==> src/rtl/event_arbiter_pkg.sv <==
// Shared constants, message field layout and FSM encoding for the event arbiter.
package event_arbiter_pkg;

    // Default value carried in the top byte of every event message
    localparam int unsigned MESSAGE_TYPE_DEFAULT = 1;

    // Event type codes (source index + 1)
    localparam logic [7:0] EVT_UNDERFLOW = 8'd1;
    localparam logic [7:0] EVT_OVERFLOW  = 8'd2;

    // Message field positions and widths
    localparam int unsigned TYPE_LSB   = 0;
    localparam int unsigned TYPE_W     = 8;
    localparam int unsigned COUNT_LSB  = 8;
    localparam int unsigned COUNT_W    = 16;
    localparam int unsigned MSG_TYPE_W = 8;

    // Scheduler states
    typedef enum logic {
        ST_IDLE,
        ST_SEND
    } arb_state_t;

    // Occurrence counter increment, sticking at all-ones
    function automatic logic [COUNT_W-1:0] sat_inc(input logic [COUNT_W-1:0] c);
        return (c == '1) ? c : c + COUNT_W'(1);
    endfunction

endpackage

==> src/rtl/event_arbiter_rr_arbiter.sv <==
// Combinational round-robin grant: first requester at or after ptr, wrapping.
module event_arbiter_rr_arbiter #(
    parameter int unsigned N     = 4,
    parameter int unsigned IDX_W = (N > 1) ? $clog2(N) : 1
) (
    input  logic [N-1:0]     req,
    input  logic [IDX_W-1:0] ptr,
    output logic             gnt_valid,
    output logic [IDX_W-1:0] gnt_idx
);

    // Scan requests starting at ptr; the first hit wins
    always_comb begin
        gnt_valid = 1'b0;
        gnt_idx   = '0;
        for (int unsigned k = 0; k < N; k++) begin
            int unsigned idx;
            idx = (k + 32'(ptr)) % N;
            if (!gnt_valid && req[idx]) begin
                gnt_valid = 1'b1;
                gnt_idx   = IDX_W'(idx);
            end
        end
    end

endmodule

==> src/rtl/event_arbiter.sv <==
// Latches event strobes as pending with saturating occurrence counts and
// schedules them round-robin onto an AXI-Stream event-message bus.
module event_arbiter
    import event_arbiter_pkg::*;
#(
    parameter int unsigned DATA_WIDTH   = 256,
    parameter int unsigned NUM_EVENTS   = 4,
    parameter int unsigned MESSAGE_TYPE = MESSAGE_TYPE_DEFAULT
) (
    input  logic                  clk,
    input  logic                  resetn,
    input  logic [NUM_EVENTS-1:0] event_strobe,
    input  logic [NUM_EVENTS-1:0] event_enable,
    output logic [NUM_EVENTS-1:0] pending,
    output logic [DATA_WIDTH-1:0] AXIS_OUT_TDATA,
    output logic                  AXIS_OUT_TVALID,
    input  logic                  AXIS_OUT_TREADY
);

    localparam int unsigned IDX_W = (NUM_EVENTS > 1) ? $clog2(NUM_EVENTS) : 1;

    arb_state_t            state, state_nxt;
    logic [IDX_W-1:0]      rr_ptr;
    logic                  gnt_valid;
    logic [IDX_W-1:0]      gnt_idx;
    logic                  load;
    logic [DATA_WIDTH-1:0] msg;

    logic [COUNT_W-1:0]    cnt     [NUM_EVENTS];
    logic [COUNT_W-1:0]    cnt_nxt [NUM_EVENTS];
    logic [NUM_EVENTS-1:0] pending_nxt;

    event_arbiter_rr_arbiter #(
        .N     (NUM_EVENTS),
        .IDX_W (IDX_W)
    ) u_rr (
        .req       (pending),
        .ptr       (rr_ptr),
        .gnt_valid (gnt_valid),
        .gnt_idx   (gnt_idx)
    );

    // Scheduler state register
    always_ff @(posedge clk) begin
        if (!resetn) state <= ST_IDLE;
        else         state <= state_nxt;
    end

    // Next state: grant from IDLE, return to IDLE on handshake
    always_comb begin
        state_nxt = state;
        load      = 1'b0;
        case (state)
            ST_IDLE: begin
                if (gnt_valid) begin
                    load      = 1'b1;
                    state_nxt = ST_SEND;
                end
            end
            ST_SEND: begin
                if (AXIS_OUT_TVALID && AXIS_OUT_TREADY) state_nxt = ST_IDLE;
            end
            default: state_nxt = ST_IDLE;
        endcase
    end

    // Per-source pending/count update; a grant clears first so a same-cycle strobe restarts at 1
    always_comb begin
        pending_nxt = pending;
        for (int unsigned i = 0; i < NUM_EVENTS; i++) begin
            logic               clr;
            logic [COUNT_W-1:0] base;
            cnt_nxt[i] = cnt[i];
            clr  = load && (gnt_idx == IDX_W'(i));
            base = clr ? '0 : cnt[i];
            if (!event_enable[i]) begin
                pending_nxt[i] = 1'b0;
                cnt_nxt[i]     = '0;
            end else if (event_strobe[i]) begin
                pending_nxt[i] = 1'b1;
                cnt_nxt[i]     = sat_inc(base);
            end else if (clr) begin
                pending_nxt[i] = 1'b0;
                cnt_nxt[i]     = '0;
            end
        end
    end

    // Pending and count registers
    always_ff @(posedge clk) begin
        if (!resetn) begin
            pending <= '0;
            for (int unsigned i = 0; i < NUM_EVENTS; i++) cnt[i] <= '0;
        end else begin
            pending <= pending_nxt;
            for (int unsigned i = 0; i < NUM_EVENTS; i++) cnt[i] <= cnt_nxt[i];
        end
    end

    // Message image for the currently granted source
    always_comb begin
        msg = '0;
        msg[DATA_WIDTH-1 -: MSG_TYPE_W] = MSG_TYPE_W'(MESSAGE_TYPE);
        msg[COUNT_LSB +: COUNT_W]       = cnt[gnt_idx];
        msg[TYPE_LSB +: TYPE_W]         = TYPE_W'(gnt_idx) + TYPE_W'(1);
    end

    // Output register and round-robin pointer; data held stable until handshake
    always_ff @(posedge clk) begin
        if (!resetn) begin
            AXIS_OUT_TDATA  <= '0;
            AXIS_OUT_TVALID <= 1'b0;
            rr_ptr          <= '0;
        end else if (load) begin
            AXIS_OUT_TDATA  <= msg;
            AXIS_OUT_TVALID <= 1'b1;
            rr_ptr          <= (gnt_idx == IDX_W'(NUM_EVENTS - 1)) ? '0 : gnt_idx + IDX_W'(1);
        end else if (AXIS_OUT_TVALID && AXIS_OUT_TREADY) begin
            AXIS_OUT_TVALID <= 1'b0;
        end
    end

endmodule

==> config.mk <==
export PLATFORM = sky130hd
export DESIGN_NAME = event_arbiter
export DESIGN_NICKNAME = d
export VERILOG_FILES = /design/src/rtl/event_arbiter_pkg.sv /design/src/rtl/event_arbiter_rr_arbiter.sv /design/src/rtl/event_arbiter.sv
export SDC_FILE = /design/constraint.sdc
export NUM_CORES = 1
export LEC_CHECK = 0
export CAP_MARGIN = 20
export CORE_MARGIN = 2
export CORE_UTILIZATION = 49
export CTS_CLUSTER_DIAMETER = 50
export DETAILED_ROUTE_END_ITERATION = 10
export PLACE_DENSITY = 0.95
export SETUP_SLACK_MARGIN = 0.4
export SYNTH_ARGS = -nofsm -noshare
export SYNTH_HDL_FRONTEND = slang
export SYNTH_HIERARCHICAL = 1
export SYNTH_SLANG_ARGS = --single-unit
==> constraint.sdc <==
create_clock -name clk -period 5.5 [get_ports clk]
set_input_delay 1.375 -clock clk [delete_from_list [all_inputs] [get_ports clk]]
set_output_delay 1.375 -clock clk [all_outputs]
set_load 0.01 [all_outputs]
Word-level counts from Yosys, hierarchy flattened
Memories as Yosys holds them, arrays and structs flattened. A register that Yosys moved wholly into a read port is not among the register bits.
Cells that the tools add are included.
- register bits after elaboration: 33
- RAM bits: 64
- bits of input ports: 11
- output and inout port bits: 261
- memories kept: 1
- memory list (memory ; words ; width ; read ports ; clocked after Yosys merged registers in ; write ports ; line ; source):
    cnt ; 4 ; 16 ; 5 ; 1 ; 4 ; event_arbiter.sv:29 ; logic [COUNT_W-1:0] cnt [NUM_EVENTS];
- add/subtract/negate cells: 9
- $lt $le $gt $ge: 4
- equal/unequal tests: 7
- multiplexer cells: 53
- bitwise operators: 5
- reductions and logical operators: 22
- operator list (cell ; count):
    $mux 16 ; 20
    $add 16x1->16 const B ; 4
    $eq 16x16->1 const B ; 4
    $mux 1 ; 23
    $lt 2x3->1 const B ; 4
    $mux 2 ; 5
    $reduce_bool 2->1 ; 5
    $bmux 1 s2 ; 4
    $logic_and 1x1->1 ; 8
    $reduce_and 2->1 ; 4
    $add 2x2->2 const A ; 2
    $eq 2x2->1 const B ; 2
    $logic_not 1->1 ; 4
    $or 1x1->1 ; 4
    $add 2x1->3 const B ; 1
    $add 1x2->2 const A ; 1
    $add 2x1->2 const B ; 1
    $eq 2x1->1 const B ; 1
    $logic_not 2->1 ; 1
    $pmux 1 s2 ; 1
    $not 1->1 ; 1

Depth between registers and ports, before layout
- word-level depth: 21
- gate-level depth with buffers: 16
- depth with buffers taken out: 12

Modules after synthesis
The synthesis kept the hierarchy.
- modules (own cells, without submodules) (module ; times used ; cells an instance ; area each (um^2) ; seq. area each (um^2)):
    event_arbiter ; 1 ; 844 ; 7099.3 ; 1821.7
    event_arbiter_rr_arbiter ; 1 ; 15 ; 77.6 ; 0.0

Least setup slack after synthesis
No wires, ideal clock.
- kind: register to register
- from: register pending[1]
- to: memory cnt[0][12]
- arrival: 3591 ps
- required time: 5430 ps
- setup slack: 1839 ps
- stages on the path, launching flop included: 16
- clock period less this slack: 3661 ps
- path through: dfxtp_1 inv_1 a221o_1 a21oi_1 buf_2 buf_1 inv_1 ha_1 nand3b_2 clkbuf_1 and2_1 ha_1 and3_1 nand4_1 or4_1 a21oi_1
- RTL lines (what ; line ; source):
    start, declared ; event_arbiter.sv:14 ; output logic [NUM_EVENTS-1:0] pending,
    start signal, assigned ; event_arbiter.sv:95 ; pending <= pending_nxt;
    end, declared ; event_arbiter.sv:29 ;

==> out/qor.yml <==
floorplanning:
  fp-row-count: 44
  die_w_um: 125
  start_util_pct: 49.8
  core-area_mm2: 0.0144
  io-pin-count: 272
  die_y_um: 125
  die_area_mm2: 0.0156
pwr:
  leakage_uw: 0.00277
  intPower_uw: 1050
  power_uw: 1480
  powerDensity_mw_per_mm2: 211
  p_sw_share_pct: 28.9
  p_comb_share_pct: 14.7
  peakVddDrop_v: 0.000134
  pwr-share-clk_pct: 39.2
  switchingPower_uw: 426
  pwr-share-seq_pct: 46.1
cells_and_area:
  antenna_cells: 0
  drive_gt1_share_pct: 5.94
  final_core_util_pct: 48.4
  fillers: 1368
  final_common_cell: "conb_1"
  syn2layout_area_growth_pct: -2.63
  final_cell_mix: "236 x conb_1, 116 x nand2_1, 91 x dfxtp_1, 36 x a21oi_1, 35 x clkdlybuf4s50_1"
  fin_nets: 891
  multi_input_area_mm2: 0.00423
  regArea_mm2: 0.00182
setup_path:
  worst-path-buf-inv: 3
  cp_num_cells: 13
  critPathArrivalTime_ps: 4170
  endpoint_kind: "flip-flop"
  critical_path.slowest_cell: "a21oi_2"
  required_ps: 5720
  reg2reg_setup_slack_ps: 1550
  path_max_fanout: 18
  cp_top_family: "simple AND/OR/NAND/NOR gates"
  cpPeakStageDelay_ps: 520
  critPathKind: "flip-flop to flip-flop"
  reg2reg_from: "pending[1]$_SDFFE_PN0P_"
  r2r-end: "cnt[0][0]$_SDFF_PN0_"
  cp_cell_sequence: "inv_1, a221o_1, a21oi_2, buf_4, inv_1, ha_1, nand3b_2, and2_1, ha_1, and4_1, and4_1, a21boi_0, mux2i_1"
  r2r_cells: 13
  worst_setup_path_start_kind: "flip-flop"
routing:
  wl_per_cell_um: 14.4
  routed_wirelength_mm: 15.2
  drc: 0
  drt_first_iter_violations: 692
  first_pass_iters: 6
  ant_nets: 0
  vias_per_cell: 5.32
  vias: 5634
clock_network:
  cts_sinks: 91
  cts_resized: 0
  cts_made_buffers: 9
  clk_pin_slew_ps: 60
  cts_tree: "yes"
  htreeDepth: 3
  hold_buffers: 0
  post_cts_buffers: 0
  cts_max_path_buffers: 2
  root_buffer: "clkbuf_16"
  insertion_delay_ps: 350
yosys:
  synth_cell_types: 61
  synth_area_leader_cell: "dfxtp_1"
  ys.flop_type: "dfxtp_1"
  ys_async_sr_fraction_pct: 0
  ys_seq_area_share_pct: 25.4
  avgSynthCellArea_um2: 8.35
  netlist_area_mm2: 0.00718
  synth_seq_cells: 91
  synth_edf_count: 0
  yosys_warnings: 22
  synth.area.top_cells: "dfxtp_1 25%, buf_4 25%, nand2_1 6.1%"
  synth_top_area_share_pct: 25.4
  syn_inst: 859
timing:
  fin_crit_ps: 3950
  finalHoldViolCount: 0
  hold_ws_ps: 467
  relSlewSlack_pct: 30.5
  min_period_over_period_pct: 71.8
  worst_pin_slew_ps: 1040
  slew_viol_final: 0
  fin_ws_ps: 1550
  clock_skew_ps: 10.9
  fin_tns_setup_ps: 0
  setup_viol: 0
  rsz0062_at_grt: "false"
  fmax_mhz: 253
grt:
  grt_pass1_wl_mm: 23.2
  antenna_found_initial: 0
  track_usage_pct: 18.2
  grt_pass1_vias: 4638
  grt_max_degree: 27
  grt_overflow: 0
hold_path:
  holdPathEnd: "AXIS_OUT_TDATA[22]$_SDFFE_PN0P_"
  worstHoldStart: "AXIS_OUT_TDATA[22]$_SDFFE_PN0P_"
  holdPathStages: 2
  hold_class: "flip-flop to flip-flop"
place:
  pre_cts_ws_ps: 1650
  place.gp.congestion: 0.944
  io_buffer_count: 35
  hpwlAfterDp_mm: 11.6
run:
  cap_violations: 0
outcome:
  outcome: "completed"
-- cells in the mapped netlist (5+ instances only) --
cell and count:
a2111o_1 7, a211oi_1 9, a21boi_0 22, a21oi_1 38
a311oi_1 5, and2_1 19, and3_1 18, and4_1 15
buf_2 9, buf_4 238, clkbuf_1 19, dfxtp_1 91
ha_1 8, inv_1 12, mux2i_1 34, mux4_2 15
nand2_1 116, nand2b_1 8, nand3_1 30, nand4_1 22
nor2_1 9, nor4_1 5, o211ai_1 5, o21ai_0 12
o31ai_1 7, or3_1 17, or4_1 7
-- layer usage --
layer / track usage (%) / share of wire [%] / vias to the layer above
met1: 23.7 / 38 / 2606
met5: 0 / 0 / -
met2: 28.1 / 47 / 376
met4: 7.84 / 2.7 / 0
met3: 5.26 / 13 / 37
li1: - / - / 2615
-- how the worst max path moves through the flow --
stage / endpoint / slack (ps) / startpoint
floorplan: cnt[0][12]$_SDFF_PN0_ / 1840 / pending[1]$_SDFFE_PN0P_
global placement: cnt[0][6]$_SDFF_PN0_ / 1840 / resetn
detailed placement: cnt[0][1]$_SDFF_PN0_ / 1650 / pending[1]$_SDFFE_PN0P_
CTS: cnt[0][0]$_SDFF_PN0_ / 1650 / pending[1]$_SDFFE_PN0P_
global route: cnt[0][0]$_SDFF_PN0_ / 1290 / pending[1]$_SDFFE_PN0P_
finish: cnt[0][0]$_SDFF_PN0_ / 1550 / pending[1]$_SDFFE_PN0P_
-- worst min-delay path, stage by stage, from the launching register on --
cell,delay (ps)
dfxtp_1,310
nand2_1,50
a21boi_0,60
-- flip-flops by register name, indices dropped and copies added (netlist names) --
register and count:
pending 4, AXIS_OUT_TDATA 19, rr_ptr 2, state 1, cnt 64, AXIS_OUT_TVALID 1
-- power groups by stage --
stage | clock network, uW | logic [uW] | registers, uW
after floorplan | 0 | 295 | 691
after global placement | 0 | 205 | 693
after detailed placement | 0 | 211 | 694
after CTS | 587 | 211 | 679
after global routing | 613 | 236 | 680
final | 578 | 217 | 680
-- area by class of cell --
cell class	count	area share, %
multi-input cells	717	60.5
inverters	13	0.698
clock buffers	12	3.67
flip-flops and latches	91	26.1
well taps	184	3.29
clock inverters	2	0.179
repair buffers	40	5.55
-- cells by family (layout without fill, tap and decap cells) --
logic type	Yosys count	count (layout)	share of synthesized area [%]
AOI/OAI and AO/OA	133	133	13.4
adders and majority gates	8	8	1.39
buffers and inverters	286	67	28.1
DFF	91	91	25.4
muxes	51	51	9.97
other	1	236	0.0523
and+or+nand+nor	289	289	21.7
-- metrics by stage --
step / instances / area [um^2]
global route: 1059 / 6990
finish: 1059 / 6990
global placement: 1045 / 6720
detailed placement: 1045 / 6720
floorplan: 1094 / 8060
CTS: 1059 / 6990
Note: power is estimated with default switching activity, not from simulation.
